[src/rtl/uart_tx_arbiter.sv]
// rtl/uart_tx_arbiter.sv - round-robin, frame-locked arbiter sharing one UART transmitter
module uart_tx_arbiter #(
  parameter int BUSY_TIMEOUT = 32,
  parameter int TO_W         = 6
) (
  input  logic       clk,
  input  logic       rst,
  input  logic       a_valid,
  input  logic [7:0] a_data,
  input  logic       a_last,
  output logic       a_ready,
  input  logic       b_valid,
  input  logic [7:0] b_data,
  input  logic       b_last,
  output logic       b_ready,
  output logic [7:0] to_tx,
  output logic       tx_start,
  input  logic       busy,
  output logic [1:0] grant,
  output logic       tx_timeout
);

  typedef enum logic [1:0] {IDLE, START, WAIT_BUSY, WAIT_IDLE} state_t;

  localparam logic [TO_W-1:0] TO_PRE  = TO_W'(BUSY_TIMEOUT - 2);
  localparam logic [TO_W-1:0] TO_LAST = TO_W'(BUSY_TIMEOUT - 1);

  state_t          state;
  logic            lock;
  logic            owner_b;
  logic            rr_ptr;
  logic            last_q;
  logic [TO_W-1:0] to_cnt;
  logic            cand_a;
  logic            cand_b;
  logic            sel_last;
  logic            accept;

  // While a frame is locked only the owner may be picked; otherwise rr_ptr breaks ties.
  always_comb begin
    cand_a = 1'b0;
    cand_b = 1'b0;
    if (lock) begin
      cand_a = !owner_b && a_valid;
      cand_b = owner_b && b_valid;
    end else if (a_valid && b_valid) begin
      cand_a = !rr_ptr;
      cand_b = rr_ptr;
    end else begin
      cand_a = a_valid;
      cand_b = b_valid;
    end
    sel_last = cand_b ? b_last : a_last;
  end

  assign accept  = (state == IDLE) && !busy && (cand_a || cand_b);
  assign a_ready = accept && cand_a;
  assign b_ready = accept && cand_b;

  always_ff @(posedge clk or negedge rst) begin
    if (!rst) begin
      state      <= IDLE;
      to_tx      <= 8'h00;
      tx_start   <= 1'b0;
      grant      <= 2'b00;
      tx_timeout <= 1'b0;
      lock       <= 1'b0;
      owner_b    <= 1'b0;
      rr_ptr     <= 1'b0;
      last_q     <= 1'b0;
      to_cnt     <= '0;
    end else begin
      tx_start   <= 1'b0;
      tx_timeout <= 1'b0;
      case (state)
        IDLE: begin
          if (accept) begin
            to_tx    <= cand_b ? b_data : a_data;
            last_q   <= sel_last;
            grant    <= {cand_b, cand_a};
            tx_start <= 1'b1;
            state    <= START;
            if (sel_last) begin
              lock   <= 1'b0;
              rr_ptr <= cand_a;
            end else begin
              lock    <= 1'b1;
              owner_b <= cand_b;
            end
          end
        end
        START: begin
          to_cnt <= '0;
          state  <= WAIT_BUSY;
        end
        WAIT_BUSY: begin
          if (busy) begin
            state <= WAIT_IDLE;
          end else if (to_cnt == TO_LAST) begin
            // Byte counts as consumed; a locked frame keeps its lock and grant.
            state <= IDLE;
            if (last_q) grant <= 2'b00;
          end else begin
            to_cnt <= to_cnt + 1'b1;
            if (to_cnt == TO_PRE) tx_timeout <= 1'b1;
          end
        end
        WAIT_IDLE: begin
          if (!busy) begin
            state <= IDLE;
            if (last_q) grant <= 2'b00;
          end
        end
        default: state <= IDLE;
      endcase
    end
  end

endmodule
[config.mk]
export PLATFORM = sky130hd
export DESIGN_NAME = uart_tx_arbiter
export DESIGN_NICKNAME = d
export VERILOG_FILES = /design/src/rtl/uart_tx_arbiter.sv
export SDC_FILE = /design/constraint.sdc
export NUM_CORES = 1
export LEC_CHECK = 0
export ABC_AREA = 1
export CORE_ASPECT_RATIO = 2
export CORE_MARGIN = 10
export CORE_UTILIZATION = 51
export CTS_CLUSTER_SIZE = 40
export DETAILED_ROUTE_END_ITERATION = 6
export GPL_TIMING_DRIVEN = 0
export PLACE_DENSITY = 0.84
export SETUP_SLACK_MARGIN = 0.5
export SLEW_MARGIN = 0
export SYNTH_ARGS = -nofsm -noshare
export SYNTH_HDL_FRONTEND = slang
export SYNTH_SLANG_ARGS = --single-unit
[constraint.sdc]
create_clock -name clk -period 2.9 [get_ports clk]
set_clock_uncertainty 0.15 [all_clocks]
set_input_delay 0.87 -clock clk [delete_from_list [all_inputs] [get_ports clk]]
set_output_delay 0.87 -clock clk [all_outputs]
set_load 0.05 [all_outputs]
==> results of run 1 <==
==> per-stage QoR <==
step / cell area (um^2) / power (uW) / TNS (ns) / utilization [%] / hold slack, ns
floorplan: 1410 / 1258 / 0 / - / 0.3261
global placement: 1805 / 1528 / -2.135 / 70.25 / 0.3079
detailed placement: 1805 / 1565 / -2.192 / 70.25 / 0.3076
CTS: 1947 / 1876 / 0 / 75.75 / 0.3258
global route: 1987 / 2008 / 0 / 77.31 / 0.3825
finish: 1987 / 1910 / 0 / 77.31 / 0.3203
==> sequential cells by signal, indices dropped and copies added, names as in the netlist <==
register    count
state           2
grant           2
rr_ptr          1
lock            1
tx_timeout      1
last_q          1
to_tx           8
tx_start        1
to_cnt          6
owner_b         1
==> tightest hold or removal path, delay by kind of cell (launching register included) <==
kind             cells  cell delay (ns)
DFF                  1             0.35
and+or+nand+nor      2             0.09
==> power breakdown <==
part	switching, uW	internal, uW	total [uW]	leakage (uW)
registers	125	459	584	0.000309
clock network	117	185	302	0.0000357
logic	667	357	1020	0.000644
==> logic make-up (layout without fill, tap and decap cells) <==
family	count (synthesis)	in the layout	synth area share, %
adder cells (fa/ha/maj)	2	2	1.840
AND/OR/NAND/NOR	83	83	30.91
flip-flops	24	24	44.16
XOR/XNOR	2	2	1.288
AO/OA/AOI/OAI	19	19	12.14
buffers and inverters	27	78	9.660
==> worst max-delay path by stage <==
| stage | startpoint | to | slack, ns | depth (start not counted) |
|---|---|---|---|---|
| final | busy | b_ready | 0.27 | 7 |
| after global routing | b_valid | a_ready | 0.23 | 8 |
| after CTS | busy | b_ready | 0.22 | 7 |
| after detailed placement | b_valid | b_ready | -1.12 | 7 |
| after global placement | b_valid | b_ready | -1.07 | 7 |
| after floorplan | b_valid | b_ready | 0.34 | 5 |
==> routing by layer <==
metal / vias up / track usage, % / wire length [um]
met2: 52 / 28.49 / 2251
li1: 606 / - / -
met4: 0 / 5.847 / 76
met3: 10 / 3.252 / 198
met1: 641 / 15.01 / 1426
met5: - / 0 / 0
==> repair_timing <==
item	in CTS	in global routing
setup endpoints to repair	14	2
hold endpoints to repair	0	0
pin swaps	4	4
buffers inserted	8	3
gates resized for setup	50	4
hold buffers	0	0
==> cell usage in the layout, fill, tap and decap left out, types with 4 or more instances in the layout <==
master            n
nand2_1          41
dfrtp_1          24
clkdlybuf4s50_1  19
inv_1            17
nand3_1          17
dlygate4sd2_1    12
buf_4            11
o211ai_2          8
nor2_1            5
buf_8             4
==> area by class of cell <==
type / instances / area, um^2 / share of cell area (%)
buffer: 5 / 65.06 / 3.275
clock buffer: 3 / 41.29 / 2.078
clock inverter: 1 / 30.03 / 1.511
inverter: 22 / 92.59 / 4.660
multi-input combinational: 106 / 670.6 / 33.75
sequential: 24 / 600.6 / 30.23
tap: 28 / 35.03 / 1.763
timing repair buffer: 47 / 451.7 / 22.73
==> results.md, run 1 <==
- The flow ran to the end, and the final reports show no timing, DRC or antenna violations.
- The proportion of synthesized flip-flops having asynchronous set or reset is 100.0%.
- The measured slew at the worst slew-check pin is 1.094 ns.
- After floorplanning, the core was divided into 26 placement rows.
- When the netlist entered floorplanning its net count stood at 182.
- Among all flip-flop cells after synthesis, the most frequent one is dfrtp_1.
- The routability congestion estimate is 0.8907.
- The critical path data required time is 1.88 ns.
- Among cell families on the critical path, the largest total delay comes from buffers and inverters.
- The worst register-to-register path begins at state[0]$_DFFE_PN0P_.
- The synthesized instance count is 157.
- The worst path setup slack after routing is 0.2684 ns.
- The classification of the worst-slack hold path is flop to flop.
- Sorting the synthesized cells by how often they occur yields nand2_1 (42), dfrtp_1 (24), inv_1 (20).
- The final number of max-transition violations is 0.
- Of all cell types, the one taking the most synthesized area is dfrtp_1.
- The pre-antenna-repair detailed-routing pass consisted of 4 iterations.
- The routed wirelength normalized by instance count is 16.74 um.
- The largest single stage delay on the critical path is 0.14 ns.
- The destination of the worst register-to-register timing path is to_tx[2]$_DFFE_PN0P_.
- The final layout contains 234 nets.
- The buffer levels on the longest clock path is 2.
- After detailed routing, the total wire length is 3951 um.
- STA classifies the critical path endpoint as an output pin.
- The final-report setup violation count is 0.
- Counting flops with a built-in enable in the synthesized netlist gives 0.
- In this run the static leakage power is 0.0009893 uW.
- The number of global-route vias before repair is 1,446.
- The area share of the largest cell type after synthesis is 44.16%.
- The die covers 5258 um^2.
- The worst pin sits at a relative slew slack of 26.84%.
- TritonCTS built the clock tree.
- The die outline width is 56.52 um.
- After detailed routing, the number of remaining DRC violations is 0.
- The final worst-path cycle share is 90.75%.
- The repair_antennas step left the layout with diodes totalling 0.
- Relative to the synthesized area, the layout overhead comes to 46.09%.
- The maximum achievable frequency is 0.3800 GHz.
- The count of yosys warnings during synthesis is 0.
- Clock tree synthesis inserted a total of 3 buffers.
- Traced cell by cell, the critical path runs through buf_8 > nor3_4 > buf_6 > nand2_4 > buf_8 > clkinvlp_4 > buf_8.
- The floorplan die height is 93.03 um.
- The worst hold path terminates at grant[0]$_DFFE_PN0P_.
- Counting distinct cell types in the post-synthesis netlist gives 30.
- The startpoint type of the worst setup path is an input pin.
- Clock-pin slew was measured on the worst setup and hold paths at 0.09 ns.
- Along the worst hold path, the cell count comes to 2.
- Setup slack on the worst reg-to-reg path comes out at 1.09 ns.
- The cell repeated most along the worst path is buf_8.
- During placement, the flow inserted port buffers numbering 36.
- In the global route stage, overall resource usage came out at 15.00%.
- Of all nets on the critical path, the largest fanout is 2.
- The routed layout has 1,309 vias.
- Setup repair after global routing could not meet its margin everywhere.
- The wire length of the first global-routing pass is 6589 um.
- The arrival time of data at the critical path endpoint is 1.61 ns.
- After synthesis, the cell types taking the most area are dfrtp_1 (44%), nand2_1 (12%), o211ai_2 (7.4%), nand3_1 (6.6%), inv_1 (5.5%).
- The violation count after the first detailed-routing iteration is 38.
- The number of antenna violations at the first check in global routing came to 0.
- The synthesized design contains 24 register bits.
- The number of sinks on the clock net is 24.
- The tool flagged a number of max-cap violations equal to 0.
- The later pin in the worst-skew pair is clocked with a latency of 0.27 ns.
- The slowest stage of the critical path is the nor3_4 cell.
- Measured in cells, the most critical reg-to-reg path has a length of 9.
- The share of final-layout standard cells stronger than drive strength 1 is 25.96%.
- The initial utilization of the core area, before any placement, comes to 52.92%.
- The worst path needs 2.632 ns of the cycle, external delays included.
- Once layout is complete, the cells apart from fillers number 236.
- The ratio of total power to cell area is 961.1 nW/um^2.
- The number of hold violations in the final report is 0.
- The region available for standard cell placement spans 2570 um^2.
- The layout has 161 filler cells.
- The library cell used as clock root buffer is clkbuf_8.
- The cell with the most instances after synthesis is nand2_1.
- The maximum resistive drop on vdd is 0.7210 mV.
- The total congestion overflow is 0.
- The sequential element share of the synthesized area is 44.16%.
- The critical hold path startpoint is grant[0]$_DFFE_PN0P_.
- The number of placed instances, taps included, is 221.
- The post-synthesis cell area is 1360 um^2.
- The HPWL reported at the end of detailed placement is 2803 um.
- The setup path with the least slack is of type input pin to output pin.
- The depth of the CTS H-tree is 1.
- The pre-CTS setup slack is -1.117 ns.
- Pin placement for this block handled 37 I/O pins.
- The critical path contains buffers and inverters numbering 5 combined.
- Entering global routing, the biggest net connects 25 pins.
- The average footprint of a synthesized cell is 8.663 um^2.
- In the routed layout, each cell is associated on average with a via count of 5.547.
- The number of nets with antenna violations after detailed routing is 0.
No activity file was read; power rests on OpenSTA's default activity.
==> run 2: changes to the inputs <==
--- a/config.mk
+++ b/config.mk
@@ -5,10 +5,8 @@
 export SDC_FILE = /design/constraint.sdc
 export NUM_CORES = 1
 export LEC_CHECK = 0
-export ABC_AREA = 1
-export CORE_ASPECT_RATIO = 2
 export CORE_MARGIN = 10
-export CORE_UTILIZATION = 51
+export CORE_UTILIZATION = 50
 export CTS_CLUSTER_SIZE = 40
 export DETAILED_ROUTE_END_ITERATION = 6
 export GPL_TIMING_DRIVEN = 0
==> run 2 against run 1 <==
Against the previous run:
- flip-flop and latch count is the same
- core utilization shrank 2.8 points
- synthesized cell count shrank 22%
- die area shrank 6.6%
- via count shrank 17%
- hold slack gained 0.017 ns
- non-clock buffer count shrank 4
- clock-buffer cell count is the same
- critical path depth shrank 3
==> results.md, run 2 <==
- The number of antenna violations at the first check in global routing is 0 (unchanged).
- The final critical path time including I/O delays and setup came to 2.561 ns (-0.07091 ns).
- The critical path data required time is 1.88 ns (about the same).
- The final number of max-transition violations is 0 (unchanged).
- The total die area is 4911 um^2 (-6.6%).
- The worst path setup slack after routing is 0.3393 ns (+0.07091 ns).
- The combined global-route utilization of all metal layers is 12.66% (-2.3 points).
- The number of violations of the max-capacitance limit came to 0 (unchanged).
- The depth of the CTS H-tree is 1 (unchanged).
- The multi-input combinational cell area was 619.3 um^2 (-7.6%).
- The largest net degree at the start of global routing is 25 (unchanged).
- The starting density of the core is 51.54% (-1.4 points).
- The arrival time of data at the critical path endpoint is 1.54 ns (-0.07 ns).
- The cell repeated most along the worst path is buf_8.
- The sum of negative setup slack was 0 ns (unchanged).
- The routed wirelength normalized by instance count is 15.62 um (-6.7%).
- The startpoint-to-endpoint class of the critical path is input pin to output pin.
- The library cell used as clock root buffer is clkbuf_4.
- The depth of the worst hold-timing path is 1 (-1).
- The final worst-path cycle share came to 88.30% (-2.4 points).
- The floorplan die height is 70.08 um (-25%).
- The number of enable-type register cells in the synthesized netlist is 0 (unchanged).
- In the final layout, the registers with the most flip-flops are to_tx (8), to_cnt (6).
- The startpoint type of the worst setup path is an input pin.
- The number of remaining DRC errors is 0 (unchanged).
- The number of detailed-routing iterations run before antenna repair is 4 (unchanged).
- The relative slew slack is 29.39% (+2.5 points).
- The smallest hold slack came to 0.3368 ns (+0.01654 ns).
- The post-route core utilization is 74.49% (-2.8 points).
- The number of nets with antenna violations after detailed routing is 0 (unchanged).
- For hold timing, the worst endpoint is grant[1]$_DFFE_PN0P_.
- The average footprint of a synthesized cell was 10.28 um^2 (+19%).
- The final-report setup violation count is 0 (unchanged).
- By area the synthesized netlist is led by dfrtp_1 (48%), mux2i_1 (8.0%), nand2_1 (5.4%), o21ai_0 (3.2%), nand3_1 (2.8%).
- The proportion of synthesized flip-flops having asynchronous set or reset is 100.0% (unchanged).
- The core area came to 2432 um^2 (-5.4%).
- The endpoint identified for the worst register-to-register timing path is owner_b$_DFFE_PN0P_.
- The cell with the most instances after synthesis is dfrtp_1.
- The clock edge transition at the registers on the reported setup and hold paths is 0.13 ns (+0.04 ns).
- The worst setup path startpoint is b_valid.
- The average vias per placed instance is 5.500 (-0.84%).
- The register-to-register path setup slack is 1.13 ns (+0.04 ns).
- The sum of buffers and inverters on the critical path was 3 (-2).
- The aggregate routed wire length is 3092 um (-22%).
- The ratio of total power to cell area is 896.0 nW/um^2 (-6.8%).
- The run finished with clean final reports.
- In this run the critical register-to-register path is launched from state[0]$_DFFE_PN0P_.
- The maximum resistive drop on vdd came to 0.5744 mV (-20%).
- The number of register bits inferred by synthesis was 24 (unchanged).
- In the synthesized netlist, the cells that appear most often are dfrtp_1 (24), nand2_1 (18), mux2i_1 (10).
- The total area of sequential cells was 601.8 um^2 (+0.21%).
- The critical hold path startpoint is grant[1]$_DFFE_PN0P_.
- The kind of end point of the critical path is an output pin.
- The path class of the tightest hold or removal check is flop to flop.
- The number of diodes was 0 (unchanged).
- The number of nets at the end of the flow is 194 (-17%).
- The number of ports placed on the die boundary is 37 (unchanged).
- The die outline width is 70.08 um (+24%).
- The count of cells along the worst register-to-register path is 7 (-2).
- The number of rows created at floorplan is 18 (-31%).
- The largest area contributor in the netlist is dfrtp_1.
- The number of distinct library cells after synthesis is 35 (+17%).
- The CTS buffer count was 3 (unchanged).
- The pre-CTS setup slack is -0.9096 ns (+0.2072 ns).
- Setup repair after global routing could not meet its margin everywhere.
- The number of nets produced by synthesis is 147 (-19%).
- The total number of vias is 1,089 (-17%).
- The biggest fanout along the worst timing path is 4 (+2).
- The violation count after the first detailed-routing iteration is 36 (-5.3%).
- The number of global-route vias before repair is 1,093 (-24%).
- The flip-flop cell with the highest count after synthesis is dfrtp_1.
- The number of hold violations in the final report was 0 (unchanged).
- The synthesized instance count is 122 (-22%).
- The hold-fix buffer count after cts is 0 (unchanged).
- The number of sinks on the clock net is 24 (unchanged).
- The count of port buffers added during placement is 35 (-2.8%).
- The most common library cell in the layout ignoring fill and taps is dfrtp_1.
- The total congestion overflow is 0 (unchanged).
- The routability congestion estimate is 0.8408 (-5.6%).
- The total leakage power is 0.0008730 uW (-12%).
- The area share of the largest cell type after synthesis was 47.90% (+3.7 points).
- The area growth from synthesis to layout is 44.51%.
- The dominant delay contributor by cell family on the critical path is compound AO/OA/AOI/OAI gates.
- The clock latency reported for the late side of the worst-skew pair is 0.31 ns (+0.04 ns).
- TritonCTS built the clock tree.
- The signal on the critical path passes through buf_8 > inv_1 > o311a_4 > buf_8.
- The sequential element share of the synthesized area came to 47.90% (+3.7 points).
- The flip-flop count of the largest register after layout came to 8 (unchanged).
- The final instance area is 1812 um^2 (-8.8%).
- In the layout the commonest cells are dfrtp_1 (23), clkdlybuf4s50_1 (19), nand2_1 (18), dlygate4sd2_1 (12), mux2i_1 (10).
- The HPWL reported at the end of detailed placement is 2304 um (-18%).
- The share of final-layout standard cells stronger than drive strength 1 is 20.24% (-5.7 points).
- to_tx holds more flip-flops than any other register.
- The wire length of the first global-routing pass came to 5264 um (-20%).
- The maximum achievable frequency was 0.3905 GHz (+2.8%).
- The post-synthesis cell area is 1254 um^2 (-7.8%).
- The count of yosys warnings during synthesis is 0 (unchanged).
- The post-place instance area is 1683 um^2 (-6.8%).
- The measured slew at the worst slew-check pin is 1.056 ns (-0.03812 ns).
- The largest stage delay on the critical path is 0.38 ns (+0.24 ns).
- The largest individual stage delay along the critical path comes from the cell o311a_4.
- The number of fillers in the final layout is 172 (+6.8%).
- The buffer levels on the longest clock path is 2 (unchanged).
[run 2: cell types whose count changed in the layout (fill, tap and decap cells not counted), moves of 4 or more]
cell	previous run	this run
o21ai_0	2	8
o211ai_2	8	0
o21ai_1	2	6
mux2i_1	0	10
buf_4	11	7
nand3_1	17	7
inv_1	17	5
nand2_1	41	18
[run 2: worst reg2reg max path, cell delays in order, from the launching register on]
cell and delay, ns:
dfrtp_1 0.40, buf_6 0.15, nor3_4 0.23, buf_4 0.15, o221ai_2 0.11, buf_6 0.17, nor3_1 0.20, o32a_1 0.17
[run 2: cells by family after synthesis]
family | Yosys count | synth area share [%]
simple gates | 42 | 17.96
flops | 24 | 47.90
mux | 11 | 8.882
compound gates | 29 | 16.97
buf+inv | 14 | 6.287
fa+ha+maj | 2 | 1.996
[run 2: what timing repair did]
action,4_1_cts,5_1_grt
gates resized for setup,45,2
hold endpoints to repair,0,0
buffers inserted,4,3
pin swaps,3,1
setup endpoints to repair,15,2
[run 2: power breakdown]
| part | total (uW) | internal, uW | switching [uW] |
|---|---|---|---|
| combinational | 834 | 308 | 527 |
| clock | 238 | 140 | 98.9 |
| sequential | 550 | 450 | 101 |
[run 2: layout make-up]
cell class / instances / area share [%]
Multi-Input combinational cell: 84 / 34.19
Sequential cell: 24 / 33.22
Timing Repair Buffer: 42 / 22.31
Buffer: 6 / 3.522
Tap cell: 30 / 2.072
Inverter: 8 / 1.796
Clock inverter: 1 / 1.657
Clock buffer: 3 / 1.243
[run 2: per-layer routing]
metal / vias to the layer above / global-route usage (%) / wire length [um]
met5: - / 0 / 0
met3: 6 / 2.966 / 125
met1: 522 / 15.17 / 1354
met4: 0 / 3.728 / 62
li1: 529 / - / -
met2: 32 / 21.75 / 1549
[run 2: stage by stage]
stage / total power, uW / std cells
final: 1623 / 198
after global routing: 1725 / 198
after CTS: 1620 / 195
after detailed placement: 1384 / 187
after global placement: 1352 / 187
after floorplan: 1117 / 122
[run 2: worst max path at each step]
stage / end / cells after the start / slack [ns]
2_1_floorplan: b_ready / 3 / 0.20
3_3_place_gp: a_ready / 4 / -0.86
3_5_place_dp: a_ready / 4 / -0.91
4_1_cts: b_ready / 5 / 0.30
5_1_grt: a_ready / 4 / 0.32
6_report: a_ready / 4 / 0.34
